## config.mk

```make
export PLATFORM = sky130hd
export DESIGN_NAME = decode_fetch_queue
export DESIGN_NICKNAME = d
export VERILOG_FILES = /design/src/rtl/decode_pkg.sv /design/src/rtl/decode_fetch_queue.sv
export SDC_FILE = /design/constraint.sdc
export NUM_CORES = 1
export LEC_CHECK = 0
export CAP_MARGIN = 20
export CORE_UTILIZATION = 50
export CTS_BUF_LIST = sky130_fd_sc_hd__clkbuf_16
export DETAILED_ROUTE_END_ITERATION = 8
export PLACE_DENSITY = 0.74
export SLEW_MARGIN = 20
export SYNTH_ARGS = -nofsm -noshare
export SYNTH_HDL_FRONTEND = slang
export SYNTH_SLANG_ARGS = --single-unit
```

## constraint.sdc

```tcl
create_clock -name i_clk -period 8.05 [get_ports i_clk]
set_input_delay 1.61 -clock i_clk [delete_from_list [all_inputs] [get_ports i_clk]]
set_output_delay 1.61 -clock i_clk [all_outputs]
set_load 0.03 [all_outputs]
```

## src/rtl/decode_pkg.sv

```systemverilog
// Shared fetch/decode definitions: the fetch packet layout and the canonical NOP.
// The packet uses the default core widths so decode can take it directly.
package decode_pkg;

  localparam int PKT_ADDR_W  = 64;
  localparam int PKT_INSTR_W = 32;
  localparam int PKT_WAY_W   = 2;

  // addi x0, x0, 0
  localparam logic [31:0] NOP_INSTR = 32'h0000_0013;

  typedef struct packed {
    logic [PKT_INSTR_W-1:0] instruction;
    logic [PKT_ADDR_W-1:0]  pc;
    logic [PKT_ADDR_W-1:0]  pc_plus4;
    logic [PKT_ADDR_W-1:0]  pc_target_addr_pred;
    logic [PKT_WAY_W-1:0]   btb_way;
    logic                   branch_pred_taken;
    logic                   log_trace;
  } fetch_pkt_t;

endpackage

```

## src/rtl/decode_fetch_queue.sv

```systemverilog
// Fetch-to-decode FWFT instruction queue. Holds DEPTH fetch packets, decouples
// fetch from decode stalls, flushes in one cycle and shows a NOP when empty.
module decode_fetch_queue
  import decode_pkg::*;
#(
  parameter int ADDR_WIDTH  = 64,
  parameter int INSTR_WIDTH = 32,
  parameter int DEPTH       = 4,
  parameter int WAY_W       = 2,
  localparam int CNT_W      = $clog2(DEPTH + 1)
) (
  input  logic                   i_clk,
  input  logic                   i_arst,
  input  logic                   i_valid,
  output logic                   o_ready,
  input  logic [INSTR_WIDTH-1:0] i_instruction,
  input  logic [ADDR_WIDTH-1:0]  i_pc,
  input  logic [ADDR_WIDTH-1:0]  i_pc_plus4,
  input  logic [ADDR_WIDTH-1:0]  i_pc_target_addr_pred,
  input  logic [WAY_W-1:0]       i_btb_way,
  input  logic                   i_branch_pred_taken,
  input  logic                   i_log_trace,
  input  logic                   i_flush,
  output logic                   o_valid,
  input  logic                   i_ready,
  output logic [INSTR_WIDTH-1:0] o_instruction,
  output logic [ADDR_WIDTH-1:0]  o_pc,
  output logic [ADDR_WIDTH-1:0]  o_pc_plus4,
  output logic [ADDR_WIDTH-1:0]  o_pc_target_addr_pred,
  output logic [WAY_W-1:0]       o_btb_way,
  output logic                   o_branch_pred_taken,
  output logic                   o_log_trace,
  output logic [CNT_W-1:0]       o_count,
  output logic                   o_empty,
  output logic                   o_full
);

  localparam int PTR_W = $clog2(DEPTH);

  // Same layout as decode_pkg::fetch_pkt_t, sized by this instance's parameters.
  typedef struct packed {
    logic [INSTR_WIDTH-1:0] instruction;
    logic [ADDR_WIDTH-1:0]  pc;
    logic [ADDR_WIDTH-1:0]  pc_plus4;
    logic [ADDR_WIDTH-1:0]  pc_target_addr_pred;
    logic [WAY_W-1:0]       btb_way;
    logic                   branch_pred_taken;
    logic                   log_trace;
  } queue_pkt_t;

  queue_pkt_t             mem [DEPTH];
  queue_pkt_t             wr_pkt;
  queue_pkt_t             head_pkt;
  logic [PTR_W-1:0]       wr_ptr;
  logic [PTR_W-1:0]       rd_ptr;
  logic [CNT_W-1:0]       count;
  logic                   push;
  logic                   pop;

  assign o_empty = (count == '0);
  assign o_full  = (count == CNT_W'(DEPTH));
  assign o_ready = ~o_full;
  assign o_valid = ~o_empty;
  assign o_count = count;

  assign push = i_valid & o_ready & ~i_flush;
  assign pop  = o_valid & i_ready & ~i_flush;

  assign wr_pkt = '{
    instruction:         i_instruction,
    pc:                  i_pc,
    pc_plus4:            i_pc_plus4,
    pc_target_addr_pred: i_pc_target_addr_pred,
    btb_way:             i_btb_way,
    branch_pred_taken:   i_branch_pred_taken,
    log_trace:           i_log_trace
  };

  // Pointer and occupancy control; flush wins over any push/pop in its cycle.
  always_ff @(posedge i_clk or negedge i_arst) begin
    if (!i_arst) begin
      wr_ptr <= '0;
      rd_ptr <= '0;
      count  <= '0;
    end else if (i_flush) begin
      wr_ptr <= '0;
      rd_ptr <= '0;
      count  <= '0;
    end else begin
      if (push) wr_ptr <= wr_ptr + PTR_W'(1);
      if (pop)  rd_ptr <= rd_ptr + PTR_W'(1);
      if (push && !pop)      count <= count + CNT_W'(1);
      else if (pop && !push) count <= count - CNT_W'(1);
    end
  end

  // Packet storage; left unreset because the output mask hides stale entries.
  always_ff @(posedge i_clk) begin
    if (push) mem[wr_ptr] <= wr_pkt;
  end

  // Head presentation: live entry when valid, otherwise a canonical NOP.
  always_comb begin
    head_pkt             = '0;
    head_pkt.instruction = INSTR_WIDTH'(NOP_INSTR);
    if (o_valid) head_pkt = mem[rd_ptr];
  end

  assign o_instruction         = head_pkt.instruction;
  assign o_pc                  = head_pkt.pc;
  assign o_pc_plus4            = head_pkt.pc_plus4;
  assign o_pc_target_addr_pred = head_pkt.pc_target_addr_pred;
  assign o_btb_way             = head_pkt.btb_way;
  assign o_branch_pred_taken   = head_pkt.branch_pred_taken;
  assign o_log_trace           = head_pkt.log_trace;

endmodule

```

### Yosys cells after proc, flatten, opt, wreduce, memory -nomap -nowiden

Memories as Yosys holds them, arrays and structs flattened.
Cells that the tools add are included.
Widths: inputs -> output; s select.

* register bits after elaboration: 7
* memory bits (writable): 912
* output and inout port bits: 235
* word-level logic and storage cells: 34
* memories kept: 1

Memory list
* mem: depth 4, width 228, read ports 1, clocked after Yosys merged registers in 0, wr ports 1, RTL line decode_fetch_queue.sv:51 `queue_pkt_t mem [DEPTH];`

* add/sub/neg operators: 4
* equal/unequal tests: 1
* multiplexer cells: 10
* bitwise logic cells: 7
* reduce and logical (&&, ||, !) cells: 8

Operators by type and width (number)
* $mux 228: 1
* $mux 3: 3
* $mux 2: 4
* $add 2x1->2 const B: 2
* $and 1x1->1: 4
* $reduce_bool 2->1: 2
* $add 3x1->3 const B: 1
* $eq 3x3->1 const B: 1
* $logic_not 3->1: 1
* $not 1->1: 3
* $reduce_bool 3->1: 1
* $sub 3x1->3 const B: 1
* $logic_and 1x1->1: 2
* $logic_not 1->1: 2
* $mux 1: 2

### Depth between registers and ports, before layout

Gate-level depths: netlist (run 1).

* word-level depth: 9
* mapped depth: 9

### Least setup slack after synthesis (run 1)

Ideal clock, no wire load.

* path type: input to register
* from: in i_valid
* to: mem mem[2][0] (netlist bit) (enable)
* library setup time: 617 ps
* arrival: 7415 ps
* path slack: 18 ps
* cell stages on the path: 4
* buffers on the path: 1
* path through: clkbuf_1 -> inv_1 -> nor3_1 -> and2_1

* cells in the longest elaborated chain, start to end: 4

Ends and longest elaborated chain
* from (decl): RTL line decode_fetch_queue.sv:14 `input logic i_valid,`
* $and 1x1->1 (2 in series): RTL line decode_fetch_queue.sv:66 `assign push = i_valid & o_ready & ~i_flush;`
* $mux 1: RTL line decode_fetch_queue.sv:99 `if (push) mem[wr_ptr] <= wr_pkt;`
* $mux 1 (not written as such): RTL line decode_fetch_queue.sv:99
* to (decl): RTL line decode_fetch_queue.sv:51

No other way between the ends.

### Final worst setup path (run 1)

* from: reg rd_ptr[0]
* to: out o_instruction[0]

* cells in the longest elaborated chain, start to end: 2

Ends and longest elaborated chain
* from (decl): RTL line decode_fetch_queue.sv:55 `logic [PTR_W-1:0] rd_ptr;`
* from (signal assigned): RTL line decode_fetch_queue.sv:91 `if (pop) rd_ptr <= rd_ptr + PTR_W'(1);`
* $mem_v2 4x228
* $mux 228: RTL line decode_fetch_queue.sv:106 `if (o_valid) head_pkt = mem[rd_ptr];`
* to (decl): RTL line decode_fetch_queue.sv:26 `output logic [INSTR_WIDTH-1:0] o_instruction,`

No other way between the ends.

==> flow_summary.ini, run 1 <==
[logic_synthesis]
ys.flop_type = edfxtp_1
yosysTopAreaCell = edfxtp_1
yosys_register_bits = 919
yosysMostFrequentCell = edfxtp_1
synth.area.top_cells = edfxtp_1 (78%), mux4_2 (14%), and2_1 (4.1%)
synth_nets = 1744
yosysWarnings = 0
synth.avg_cell_area_um2 = 23.4
synthesis.area_um2 = 35200
syn_inst = 1506
post_synth_num_cell_types = 33
synth_top_area_share_pct = 77.8
synth_common_cells = edfxtp_1 (912), and2_1 (230), mux4_2 (222), clkbuf_1 (29), buf_2 (24)
async_flop_share_pct = 0.762
synth-edff-count = 912
yosysSeqAreaShare_pct = 78.3

[layout]
multi_input_area_um2 = 6920
syn2layout_area_growth_pct = 23.7
nets = 2240
utilization_pct = 63.0
regArea_um2 = 27600
drive_gt1_share_pct = 18.0
n_fill_cell = 4651
final_cell_area_um2 = 43600

[clock_network]
cts.clk_slew.worst_paths_ns = 0.06
cts.path.max_buffers = 3
post-cts-setup-buffer-count = 0
holdBufCountCts = 0
cts_inserted_buffers = 90
cts_tree = built
cts_resized = 0
root_buffer = clkbuf_16
htreeDepth = 3
clock_latency_ns = 0.63
clkSinkCount = 919

[grt]
track_usage_pct = 19.9
grt_max_degree = 130
antenna_found_initial = 16
grt_pass1_vias = 17300
grt_pass1_wl_mm = 106
overflow = 0

[place]
placedInstanceArea_um2 = 40600
numPortBuffers = 467
finalWeightedCongestion = 0.760
dp_hpwl_mm = 41.5

[worst_setup_path]
worstPathArrival_ns = 3.81
required_ns = 6.44
crit_path_start_kind = flop
worstSetupEndpointType = primary output
rr_endpoint = mem[1][101]
r2r_slack_ns = 4.67
critPathLaunch = rd_ptr[0]
crit_chain = buf_12 -> mux4_1 -> or2_2 -> clkdlybuf4s50_1
path_buf_inv = 2
crit_type = flop to primary output
max_stage_delay_ns = 0.95
reg2reg_depth = 5
critical_path.top_delay_family = buffers and inverters
critPathSlowestCell = dfrtp_4
critPathMaxFanout = 80
r2r-start = o_count[0]

[pwr]
cellPowerDensity_nw_per_um2 = 342
vdd_drop_max_v = 0.000245
cellLeakagePower_uw = 0.0138

[timing]
finalCritPeriodShare_pct = 67.4
setup_viol = 0
worstMarginPinSlew_ns = 1.13
final.setup.tns_ns = 0
rsz0062_at_grt = no
period_needed_ns = 5.42
slew_violations = 0
hold_violations = 0
slew-limit-headroom_pct = 24.9
finClkSkew_ns = 0.0259
max_freq_mhz = 184

[routing]
ant_nets = 0
drtIter0Drc = 967
vias = 16400
drt_pre_antenna_iters = 5
routed_wl_mm = 70.8
drc = 0
post_drt_wl_per_cell_um = 23.6
via_per_inst = 5.46

[status]
status = complete, no violations

[floorplan]
die_area_um2 = 71500
core_area_um2 = 69200
initial_core_util_pct = 50.9
die_y_um = 267
die_w_um = 267
num_rows = 96
io_pins = 468

[run]
max-cap-violations = 0

[hold_path]
worstHoldPathCells = 2
hold_end = wr_ptr[1]
min-delay-start = wr_ptr[1]
holdCritPathClass = flop to flop
==> power by group <==
group / switching (µW) / internal, µW
Clock: 1720 / 2450
Combinational: 2840 / 2240
Sequential: 124 / 5520
==> per-stage QoR <==
stage | power (µW) | worst slack (ns) | hold WS [ns] | std cells
final | 14900 | 2.63 | 0.608 | 3005
after global routing | 15400 | 2.35 | 0.661 | 3005
after CTS | 15100 | 2.50 | 0.604 | 3002
after detailed placement | 10900 | 3.14 | 0.597 | 2841
after global placement | 10800 | 3.21 | 0.583 | 2841
after floorplan | 9080 | 0.0183 | 0.557 | 1506
==> registers in the layout, summed over array words and instances (netlist names) <==
signal	flops
mem	912
rd_ptr	2
wr_ptr	2
o_count	3
==> worst min-delay path: stages, from the launching register on <==
cell and delay, ns:
dfrtp_1 0.42, o21ai_0 0.09, a21oi_1 0.06
==> placed cells by master (no fill, tap or decap), drive strengths merged, types with 4 or more instances in the layout <==
master         count
and2             230
buf               17
bufinv            12
clkbuf            91
clkdlybuf4s50    467
clkinv            27
dfrtp              7
edfxtp           912
ha                 4
inv               36
mux4             228
nor2               9
==> cells by family (layout without fill, tap and decap cells) <==
kind of cell	Yosys count	after routing	share of synthesized area (%)
AO/OA/AOI/OAI	13	13	0.274
adder cells (fa/ha/maj)	5	5	0.199
buffers and inverters	88	653	2.13
AND/OR/NAND/NOR	248	248	4.36
other	0	3	0
multiplexers	231	231	14.7
flip-flops	919	919	78.3
XOR/XNOR	2	2	0.0497
==> final cells by class <==
| type | count | area share, % |
|---|---|---|
| flip-flops and latches | 919 | 63.3 |
| multi-input cells | 499 | 15.9 |
| repair buffers | 484 | 11.2 |
| clock buffers | 91 | 5.23 |
| well taps | 931 | 2.67 |
| clock inverters | 70 | 1.60 |
| inverters | 8 | 0.0689 |
| diodes | 3 | 0.0172 |
==> per-layer routing <==
| layer | track usage (%) | share of wire [%] | vias up |
|---|---|---|---|
| li1 | - | - | 7187 |
| met1 | 25.4 | 38 | 8601 |
| met2 | 33.5 | 52 | 459 |
| met3 | 5.60 | 6.8 | 123 |
| met4 | 5.62 | 2.4 | 26 |
| met5 | 0 | 0.27 | - |
==> worst max-delay path by stage <==
stage,endpoint,cells after the start
CTS,o_instruction[0],4
floorplan,mem[2][0],4
global placement,mem[1][105],5
detailed placement,mem[2][80],5
global route,o_instruction[0],4
finish,o_instruction[0],4
(Power assumes the default switching activity.)
==> run 2, diff against run 1 <==
--- a/config.mk
+++ b/config.mk
@@ -9,7 +9,7 @@
 export CORE_UTILIZATION = 50
 export CTS_BUF_LIST = sky130_fd_sc_hd__clkbuf_16
 export DETAILED_ROUTE_END_ITERATION = 8
-export PLACE_DENSITY = 0.74
+export PLACE_DENSITY = 0.76
 export SLEW_MARGIN = 20
 export SYNTH_ARGS = -nofsm -noshare
 export SYNTH_HDL_FRONTEND = slang
==> constraint.sdc (replaced) <==
create_clock -name i_clk -period 4.9 [get_ports i_clk]
set_input_delay 0.98 -clock i_clk [delete_from_list [all_inputs] [get_ports i_clk]]
set_output_delay 0.98 -clock i_clk [all_outputs]
set_load 0.03 [all_outputs]
==> run 2 against run 1 <==
Compared with the run above:
- utilization increased by 0.63 points
- non-clock buffer count increased by 36
- critical path type unchanged
- count of clock-buffer cells in the layout increased by 2
- global-route usage increased by 0.92 points
- largest power group unchanged
- critical endpoint is now o_pc_plus4[61]
- sequential cell count unchanged
- setup slack got worse by 2.0 ns
- register-to-register slack got worse by 2.5 ns
- clock power increased by 63%
- sequential power increased by 64%
==> flow_summary.ini, run 2 (synthesis gave the netlist of run 1 again) <==
[timing]
period_needed_ns = 4.28
slew-limit-headroom_pct = 57.4
max_freq_mhz = 234
hold_violations = 0
final.setup.tns_ns = 0
rsz0062_at_grt = no
slew_violations = 0
finClkSkew_ns = 0.0236
worstMarginPinSlew_ns = 0.639
finalCritPeriodShare_pct = 87.4
setup_viol = 0

[routing]
drc = 0
met2_length_mm = 37.5
routed_wl_mm = 74.2
drt_pre_antenna_iters = 6
via_per_inst = 5.47
ant_nets = 0
wl_met3_mm = 4.87
drt-met1-wl_mm = 29.5
post_drt_wl_per_cell_um = 24.2
drtIter0Drc = 1245
routed.top_layer = met5
vias = 16700

[clock_network]
clkSinkCount = 919
clock_latency_ns = 0.64
post-cts-setup-buffer-count = 0
cts.clk_slew.worst_paths_ns = 0.06
holdBufCountCts = 0
cts_resized = 0
root_buffer = clkbuf_16
cts_tree = built
cts_inserted_buffers = 92
cts.path.max_buffers = 3
htreeDepth = 3

[grt]
antenna_found_initial = 23
grt_pass1_vias = 18000
grt_max_degree = 84
grt_pass1_wl_mm = 110
track_usage_pct = 20.8
overflow = 0

[worst_setup_path]
critPathSlowestCell = dfrtp_4
crit_path_start_kind = flop
crit_chain = buf_12 -> mux4_2 -> and2_1 -> clkdlybuf4s50_1
r2r_slack_ns = 2.14
r2r-start = o_count[2]
worstSetupEndpointType = primary output
max_stage_delay_ns = 0.81
critPathMaxFanout = 45
worstPathArrival_ns = 3.30
crit_type = flop to primary output
required_ns = 3.92
rr_endpoint = mem[1][156]
reg2reg_depth = 5

[pwr]
internal-power_uw = 16700
netSwitchingFraction_pct = 31.9
cellPowerDensity_nw_per_um2 = 559
cellLeakagePower_uw = 0.0140
clkPwrFrac_pct = 27.6
vdd_drop_max_v = 0.000461
power_switching_uw = 7850
pwr-share-seq_pct = 37.5
p_comb_share_pct = 34.9

[floorplan]
die_y_um = 267
core_area_um2 = 69200
die_w_um = 267
io_pins = 468
initial_core_util_pct = 50.9
die_area_um2 = 71500
num_rows = 96

[layout]
top_register = mem
largest_reg_flops = 912
drive_gt1_share_pct = 19.9
n_fill_cell = 4602
mostFrequentLayoutCells = edfxtp_1 (912), clkdlybuf4s50_1 (467), and2_1 (226)
nets = 2278
syn2layout_area_growth_pct = 24.9
final_cell_area_um2 = 44000
final_common_cell = edfxtp_1

[hold_path]
hold_end = wr_ptr[0]
min-delay-start = wr_ptr[0]
holdCritPathClass = flop to flop
worstHoldPathCells = 2

[place]
numPortBuffers = 467
placedInstanceArea_um2 = 41000
finalWeightedCongestion = 0.775
dp_hpwl_mm = 46.1

[run]
max-cap-violations = 0

[status]
status = complete, no violations
run 2: worst max path at each step:
stage / start / end / slack (ns)
4_1_cts: rd_ptr[0] / o_pc_plus4[60] / 0.52
3_5_place_dp: i_valid / mem[1][144] / 1.20
2_1_floorplan: i_valid / mem[0][0] / 0.04
6_report: rd_ptr[0] / o_pc_plus4[61] / 0.62
5_1_grt: rd_ptr[0] / o_pc_plus4[61] / 0.44
3_3_place_gp: rd_ptr[0] / o_pc_plus4[63] / 1.23
run 2: cell type report:
cell class              instances  area (µm²)  area share [%]
diodes                         15        37.5          0.0853
clock buffers                  93        2330            5.29
clock inverters                79         632            1.44
inverters                       8        30.0          0.0683
multi-input cells             499        6920            15.7
flip-flops and latches        919       27600            62.7
well taps                     931        1160            2.65
repair buffers                520        5310            12.1
run 2: layer usage:
metal | vias to the layer above | track usage (%)
met3 | 137 | 4.85
met4 | 18 | 8.43
met1 | 8736 | 27.5
met2 | 562 | 33.6
li1 | 7292 | -
met5 | - | 0
run 2: stage by stage:
step | setup WS (ns) | hold slack, ns | power (µW) | util (%) | std cells
after global routing | 0.443 | 0.628 | 25500 | 63.6 | 3062
after global placement | 1.23 | 0.571 | 18000 | 59.3 | 2877
final | 0.619 | 0.607 | 24600 | 63.6 | 3064
after CTS | 0.518 | 0.607 | 24900 | 63.5 | 3049
after detailed placement | 1.20 | 0.599 | 18100 | 59.3 | 2877
after floorplan | 0.0436 | 0.557 | 14900 | - | 1506
run 2: power by group through the flow:
stage	Combinational, µW	Sequential (µW)	Clock [µW]
after floorplan	5510	9350	0
after global placement	8610	9370	0
after detailed placement	8660	9400	0
after CTS	8720	9240	6930
after global routing	9010	9270	7220
final	8580	9230	6780
run 2: critical path, delay by kind of cell (launching register included):
| family | cells | cell delay (ns) |
|---|---|---|
| buffers and inverters | 2 | 1.02 |
| flip-flops | 1 | 0.81 |
| multiplexers | 1 | 0.56 |
| AND/OR/NAND/NOR | 1 | 0.18 |
